`config.mk`:
```
export PLATFORM = sky130hd
export DESIGN_NAME = multicycle_ctrl
export DESIGN_NICKNAME = d
export VERILOG_FILES = /design/src/rtl/multicycle_ctrl.sv
export SDC_FILE = /design/constraint.sdc
export NUM_CORES = 1
export LEC_CHECK = 0
export BUFFER_PORTS_ARGS = -buffer_cell sky130_fd_sc_hd__buf_2
export CAP_MARGIN = 20
export CORE_MARGIN = 2
export CORE_UTILIZATION = 43
export CTS_CLUSTER_SIZE = 25
export DETAILED_ROUTE_END_ITERATION = 10
export GPL_ROUTABILITY_DRIVEN = 1
export PLACE_DENSITY = 0.71
export SKIP_LAST_GASP = 1
export SLEW_MARGIN = 20
export SYNTH_ARGS = -nofsm -noshare
export SYNTH_HDL_FRONTEND = slang
export SYNTH_SLANG_ARGS = --single-unit
```
`constraint.sdc`:
```
create_clock -name clk -period 2.1 [get_ports clk]
set_input_delay 0.42 -clock clk [delete_from_list [all_inputs] [get_ports clk]]
set_output_delay 0.42 -clock clk [all_outputs]
set_load 0.005 [all_outputs]
```
`src/rtl/multicycle_ctrl.sv`:
```
// Multicycle control FSM: sequences each instruction through IF/ID/EXE/MEM/WB,
// drives the fetch handshake (PCWre/PCSrc/IRWre) and the datapath selects.
// Optional build macro: ILLEGAL_OP_TRAP_EN -- when defined, an unlisted opcode
// in ID halts the machine with illegal=1; otherwise it is executed as a NOP.
module multicycle_ctrl #(
  parameter int OPW = 6,
  parameter int STW = 3
) (
  input  logic           clk,
  input  logic           rst,
  input  logic [OPW-1:0] opcode,
  input  logic           zero,
  input  logic           sign,
  output logic           PCWre,
  output logic [1:0]     PCSrc,
  output logic           IRWre,
  output logic           ALUSrcA,
  output logic           ALUSrcB,
  output logic [2:0]     ALUOp,
  output logic           ExtSel,
  output logic           RegWre,
  output logic [1:0]     RegDst,
  output logic [1:0]     WrRegDSrc,
  output logic           mRD,
  output logic           mWR,
  output logic [STW-1:0] state,
  output logic           illegal
);

  typedef enum logic [STW-1:0] {
    S_IF     = 3'b000,
    S_ID     = 3'b001,  // also the halt state, qualified by halted_q
    S_EXE_LS = 3'b010,
    S_MEM    = 3'b011,
    S_WB_L   = 3'b100,
    S_EXE_BR = 3'b101,
    S_EXE_AL = 3'b110,
    S_WB_AL  = 3'b111
  } state_e;

  localparam logic [OPW-1:0] OP_ADD   = 6'b000000;
  localparam logic [OPW-1:0] OP_SUB   = 6'b000001;
  localparam logic [OPW-1:0] OP_ADDIU = 6'b000010;
  localparam logic [OPW-1:0] OP_AND   = 6'b010000;
  localparam logic [OPW-1:0] OP_ANDI  = 6'b010001;
  localparam logic [OPW-1:0] OP_ORI   = 6'b010010;
  localparam logic [OPW-1:0] OP_XORI  = 6'b010011;
  localparam logic [OPW-1:0] OP_OR    = 6'b010100;
  localparam logic [OPW-1:0] OP_SLL   = 6'b011000;
  localparam logic [OPW-1:0] OP_SLTI  = 6'b100110;
  localparam logic [OPW-1:0] OP_SLT   = 6'b100111;
  localparam logic [OPW-1:0] OP_SW    = 6'b110000;
  localparam logic [OPW-1:0] OP_LW    = 6'b110001;
  localparam logic [OPW-1:0] OP_BEQ   = 6'b110100;
  localparam logic [OPW-1:0] OP_BNE   = 6'b110101;
  localparam logic [OPW-1:0] OP_BLTZ  = 6'b110110;
  localparam logic [OPW-1:0] OP_J     = 6'b111000;
  localparam logic [OPW-1:0] OP_JR    = 6'b111001;
  localparam logic [OPW-1:0] OP_JAL   = 6'b111010;
  localparam logic [OPW-1:0] OP_HALT  = 6'b111111;

  state_e state_q, state_d;
  logic   halted_q, halted_d;
`ifdef ILLEGAL_OP_TRAP_EN
  logic   illegal_q, illegal_d;
`endif

  // State, halt and trap registers; reset aborts any instruction in flight.
  always_ff @(posedge clk or negedge rst) begin
    if (!rst) begin
      state_q   <= S_IF;
      halted_q  <= 1'b0;
`ifdef ILLEGAL_OP_TRAP_EN
      illegal_q <= 1'b0;
`endif
    end else begin
      // NOTE: sequential state uses non-blocking assignment so every flop
      // samples the pre-edge values, independent of block ordering.
      state_q   <= state_d;
      halted_q  <= halted_d;
`ifdef ILLEGAL_OP_TRAP_EN
      illegal_q <= illegal_d;
`endif
    end
  end

  // Next-state and output decode; everything is forced to 0 while rst is low.
  always_comb begin
    // NOTE: every output and next-state value gets a default first, so no
    // path through the case statements can leave one unassigned (no latches).
    state_d   = state_q;
    halted_d  = halted_q;
`ifdef ILLEGAL_OP_TRAP_EN
    illegal_d = illegal_q;
`endif
    PCWre     = 1'b0;
    PCSrc     = 2'b00;
    IRWre     = 1'b0;
    ALUSrcA   = 1'b0;
    ALUSrcB   = 1'b0;
    ALUOp     = 3'b000;
    ExtSel    = 1'b0;
    RegWre    = 1'b0;
    RegDst    = 2'b00;
    WrRegDSrc = 2'b00;
    mRD       = 1'b0;
    mWR       = 1'b0;

    if (rst && !halted_q) begin
      unique case (state_q)
        S_IF: begin
          IRWre   = 1'b1;
          state_d = S_ID;
        end

        S_ID: begin
          case (opcode)
            OP_J: begin
              PCSrc   = 2'b11;
              PCWre   = 1'b1;
              state_d = S_IF;
            end
            OP_JAL: begin
              PCSrc     = 2'b11;
              RegDst    = 2'b00;
              WrRegDSrc = 2'b10;
              RegWre    = 1'b1;
              PCWre     = 1'b1;
              state_d   = S_IF;
            end
            OP_JR: begin
              PCSrc   = 2'b10;
              PCWre   = 1'b1;
              state_d = S_IF;
            end
            OP_HALT:                 halted_d = 1'b1;
            OP_BEQ, OP_BNE, OP_BLTZ: state_d  = S_EXE_BR;
            OP_SW, OP_LW:            state_d  = S_EXE_LS;
            OP_ADD, OP_SUB, OP_ADDIU, OP_AND, OP_ANDI, OP_ORI, OP_XORI,
            OP_OR, OP_SLL, OP_SLTI, OP_SLT:
                                     state_d  = S_EXE_AL;
            default: begin
`ifdef ILLEGAL_OP_TRAP_EN
              halted_d  = 1'b1;
              illegal_d = 1'b1;
`else
              PCWre   = 1'b1;
              state_d = S_IF;
`endif
            end
          endcase
        end

        S_EXE_AL: begin
          case (opcode)
            OP_SUB:   ALUOp = 3'b001;
            OP_ADDIU: begin ALUSrcB = 1'b1; ExtSel = 1'b1; end
            OP_AND:   ALUOp = 3'b100;
            OP_ANDI:  begin ALUOp = 3'b100; ALUSrcB = 1'b1; end
            OP_ORI:   begin ALUOp = 3'b011; ALUSrcB = 1'b1; end
            OP_XORI:  begin ALUOp = 3'b111; ALUSrcB = 1'b1; end
            OP_OR:    ALUOp = 3'b011;
            OP_SLL:   begin ALUOp = 3'b010; ALUSrcA = 1'b1; end
            OP_SLTI:  begin ALUOp = 3'b110; ALUSrcB = 1'b1; ExtSel = 1'b1; end
            OP_SLT:   ALUOp = 3'b110;
            default:  ALUOp = 3'b000;  // add
          endcase
          state_d = S_WB_AL;
        end

        S_WB_AL: begin
          RegWre = 1'b1;
          case (opcode)
            OP_ADDIU, OP_ANDI, OP_ORI, OP_XORI, OP_SLTI: RegDst = 2'b01;
            default:                                     RegDst = 2'b10;
          endcase
          PCWre   = 1'b1;
          state_d = S_IF;
        end

        S_EXE_BR: begin
          ALUOp  = 3'b001;
          ExtSel = 1'b1;
          PCWre  = 1'b1;
          case (opcode)
            OP_BEQ:  PCSrc = zero  ? 2'b01 : 2'b00;
            OP_BNE:  PCSrc = !zero ? 2'b01 : 2'b00;
            OP_BLTZ: PCSrc = sign  ? 2'b01 : 2'b00;
            default: PCSrc = 2'b00;
          endcase
          state_d = S_IF;
        end

        S_EXE_LS: begin
          ALUSrcB = 1'b1;
          ExtSel  = 1'b1;
          state_d = S_MEM;
        end

        S_MEM: begin
          if (opcode == OP_LW) begin
            mRD     = 1'b1;
            state_d = S_WB_L;
          end else begin
            mWR     = 1'b1;
            PCWre   = 1'b1;
            state_d = S_IF;
          end
        end

        S_WB_L: begin
          mRD       = 1'b1;
          RegWre    = 1'b1;
          WrRegDSrc = 2'b01;
          RegDst    = 2'b01;
          PCWre     = 1'b1;
          state_d   = S_IF;
        end

        default: state_d = S_IF;
      endcase
    end
  end

  // Debug state and trap flag, both masked while reset is held.
  always_comb begin
    state = rst ? state_q : S_IF;
`ifdef ILLEGAL_OP_TRAP_EN
    illegal = rst & illegal_q;
`else
    illegal = 1'b0;
`endif
  end

endmodule

```
==> impl_metrics.tcl <==
set metrics [dict create \
    peakVddDrop_uv 386 \
    cp.required_ns 1.68 \
    wl_per_cell_microns 13.6 \
    ios 31 \
    synth_top_area_share_pct 11.9 \
    start_util_pct 44.3 \
    status "completed" \
    period_needed_ns 2.07 \
    slowest_delay_ns 0.25 \
    grt_pass1_vias 865 \
    grtUsageMet1_pct 30.5 \
    final_design_area_no_fill_sq_mm 0.00109 \
    slowest_stage "and2b_1" \
    cts.sinks 4 \
    clock_tree.buffer_depth 2 \
    grtUsageTotal_pct 23.3 \
    worstHoldPathType "primary input to async pin" \
    cts_tree "done" \
    clk_pin_slew_ns 0.05 \
    dr.pass1.iters 4 \
    core_sq_mm 0.00190 \
    numPortBuffers 29 \
    num_vias 1050 \
    worst-path-buf-inv 2 \
    yosys.area.top_type "dfrtp_1" \
    postCtsSetupRepairBufs 0 \
    grtUsageMet3_pct 1.85 \
    rsz0062_at_grt "yes" \
    syn_area_sq_um 842 \
    ant_nets 0 \
    path_class "primary input to output port" \
    grt_pass1_wl_microns 3870 \
    grt_overflow_total 0 \
    r2r_slack_ns 0.64 \
    critPathLaunch "opcode[4]" \
    dieArea_sq_mm 0.00233 \
    dp_hpwl_microns 1930 \
    ys.flop_type "dfrtp_1" \
    vias_per_cell 5.65 \
    worstPathCellList "clkbuf_4 > and2b_1 > nand3_2 > o21a_1 > o22a_1 > a32o_1 > buf_2" \
    gp_congestion 0.964 \
    setup_viol 0 \
    syn_nets 138 \
    crit_fanout 11 \
    synth-edff-count 0 \
    insertion_delay_ns 0.26 \
    hold_violations 0 \
    yosys-top-cells-area "dfrtp_1 12%, nand2_1 8.0%, nor2_1 6.7%" \
    ys_async_sr_fraction_pct 100 \
    cp_data_arrival_time_ns 1.65 \
    synth_most_common_cell "nand2_1" \
    dieHeight_microns 48.3 \
    fin_crit_sh_pct 98.5 \
    nets 171 \
    seq_area_frac_synth_pct 11.9 \
    std_cell_rows 16 \
    final_max_slew_viol_count 0 \
    htreeDepth 1 \
    fmax_ghz 0.483 \
    drive_gt1_share_pct 36.5 \
    power.density_mw_per_mm2 697 \
    yosysWarnings 0 \
    yosys.cell_types.count 48 \
    cp_top_family "compound AO/OA/AOI/OAI gates" \
    area_growth_pct 30.0 \
    synth_commonest_cells "18 x nand2_1, 15 x nor2_1, 9 x a21oi_1" \
    numCtsBuffers 3 \
    dr.first_iter.drc_count 26 \
    crit_path_start_kind "primary input" \
    p_leak_nw 0.500 \
    skew_ns 0.0137 \
    syn_avg_cell_area_sq_um 6.58 \
    gr-usage-met2_pct 38.4 \
    hold_ws_ns 0.105 \
    ys_seq_elements 4 \
    root_buffer "clkbuf_4" \
    diodes 0 \
    grt_busiest_layer "met2" \
    grt_antenna_before_repair 0 \
    synth_cells 128 \
    cap_violations 0 \
    drc 0 \
    routed_wl_microns 2540 \
    die-width_microns 48.3 \
    cp-end-kind "output port" \
    place_area_sq_mm 0.00105 \
    cts_hold_buffers 0 \
    grt_max_degree 18 \
    r2r_start "state_q[2]" \
]
## kinds of logic after synthesis
kind of cell    count (synthesis)  synth area share, %
other cells                     1                0.445
buf+inv                        19                 12.3
xor+xnor                        2                 2.08
mux                             1                 1.19
flops                           4                 11.9
simple gates                   66                 42.6
compound gates                 35                 29.4
## sequential cells by signal, indices dropped and copies added (netlist names)
signal	count
halted_q	1
state_q	3
## stage by stage
stage / util, % / setup slack [ns] / cells / TNS [ns] / power [mW]
2_1_floorplan: - / 0.272 / 128 / 0 / 0.442
3_3_place_gp: 55.4 / 0.0768 / 183 / 0 / 0.613
3_5_place_dp: 55.4 / 0.0259 / 183 / 0 / 0.624
4_1_cts: 56.8 / 0.0262 / 186 / 0 / 0.743
5_1_grt: 57.6 / -0.0306 / 186 / -0.0609 / 0.820
6_report: 57.6 / 0.0316 / 186 / 0 / 0.763
## where the power goes
| group | leakage [nW] | internal [mW] | total, mW | switching, mW |
|---|---|---|---|---|
| Clock | 0.0138 | 0.0649 | 0.110 | 0.0454 |
| Combinational | 0.435 | 0.230 | 0.513 | 0.283 |
| Sequential | 0.0513 | 0.108 | 0.140 | 0.0317 |
| Total | 0.500 | 0.403 | 0.763 | 0.360 |
## what timing repair did
item                       CTS  global route
cloned                       0             0
resized for setup            1             5
setup endpoints to repair    2             6
pin swaps                    1             3
## layout make-up
cell class,count,area (sq um)
Multi-Input combinational cell,105,653
Fill cell,181,807
Clock buffer,3,22.5
Sequential cell,4,101
Timing Repair Buffer,44,273
Inverter,3,11.3
Tap cell,27,33.8
## metal layers
layer / up-vias / share of wire (%)
li1: 517 / -
met1: 473 / 42
met2: 53 / 48
met3: 7 / 7.1
met4: 0 / 2.2
met5: - / 0
## layout by cell type, fill, tap and decap left out, drive strengths merged, types with 3 or more instances in the layout
cell type	Yosys	routed
and2	3	3
nand2b	7	7
o21ai	3	3
nor2	15	15
o22a	3	3
clkbuf	6	4
nand2	18	18
nor3	4	4
inv	3	3
nor2b	3	3
dfrtp	4	4
nand3	4	4
buf	10	43
a21oi	9	9
## worst register-to-register path: cells and delay by family, from the launching register on
family          cells  cell delay, ns
compound gates      1            0.33
flops               1            0.38
simple gates        2            0.43
buf+inv             1            0.19
## worst paths after layout
| kind | endpoint | cells past startpoint |
|---|---|---|
| setup reg to reg | state_q[2] | 4 |
| setup / recovery | PCWre | 7 |
| max in group asynchronous | state_q[1] | 2 |
| hold reg to reg | halted_q | 1 |
| min in group clk | halted_q | 1 |
| hold / removal | state_q[0] | 2 |
No activity file was read; power rests on OpenSTA's default activity.
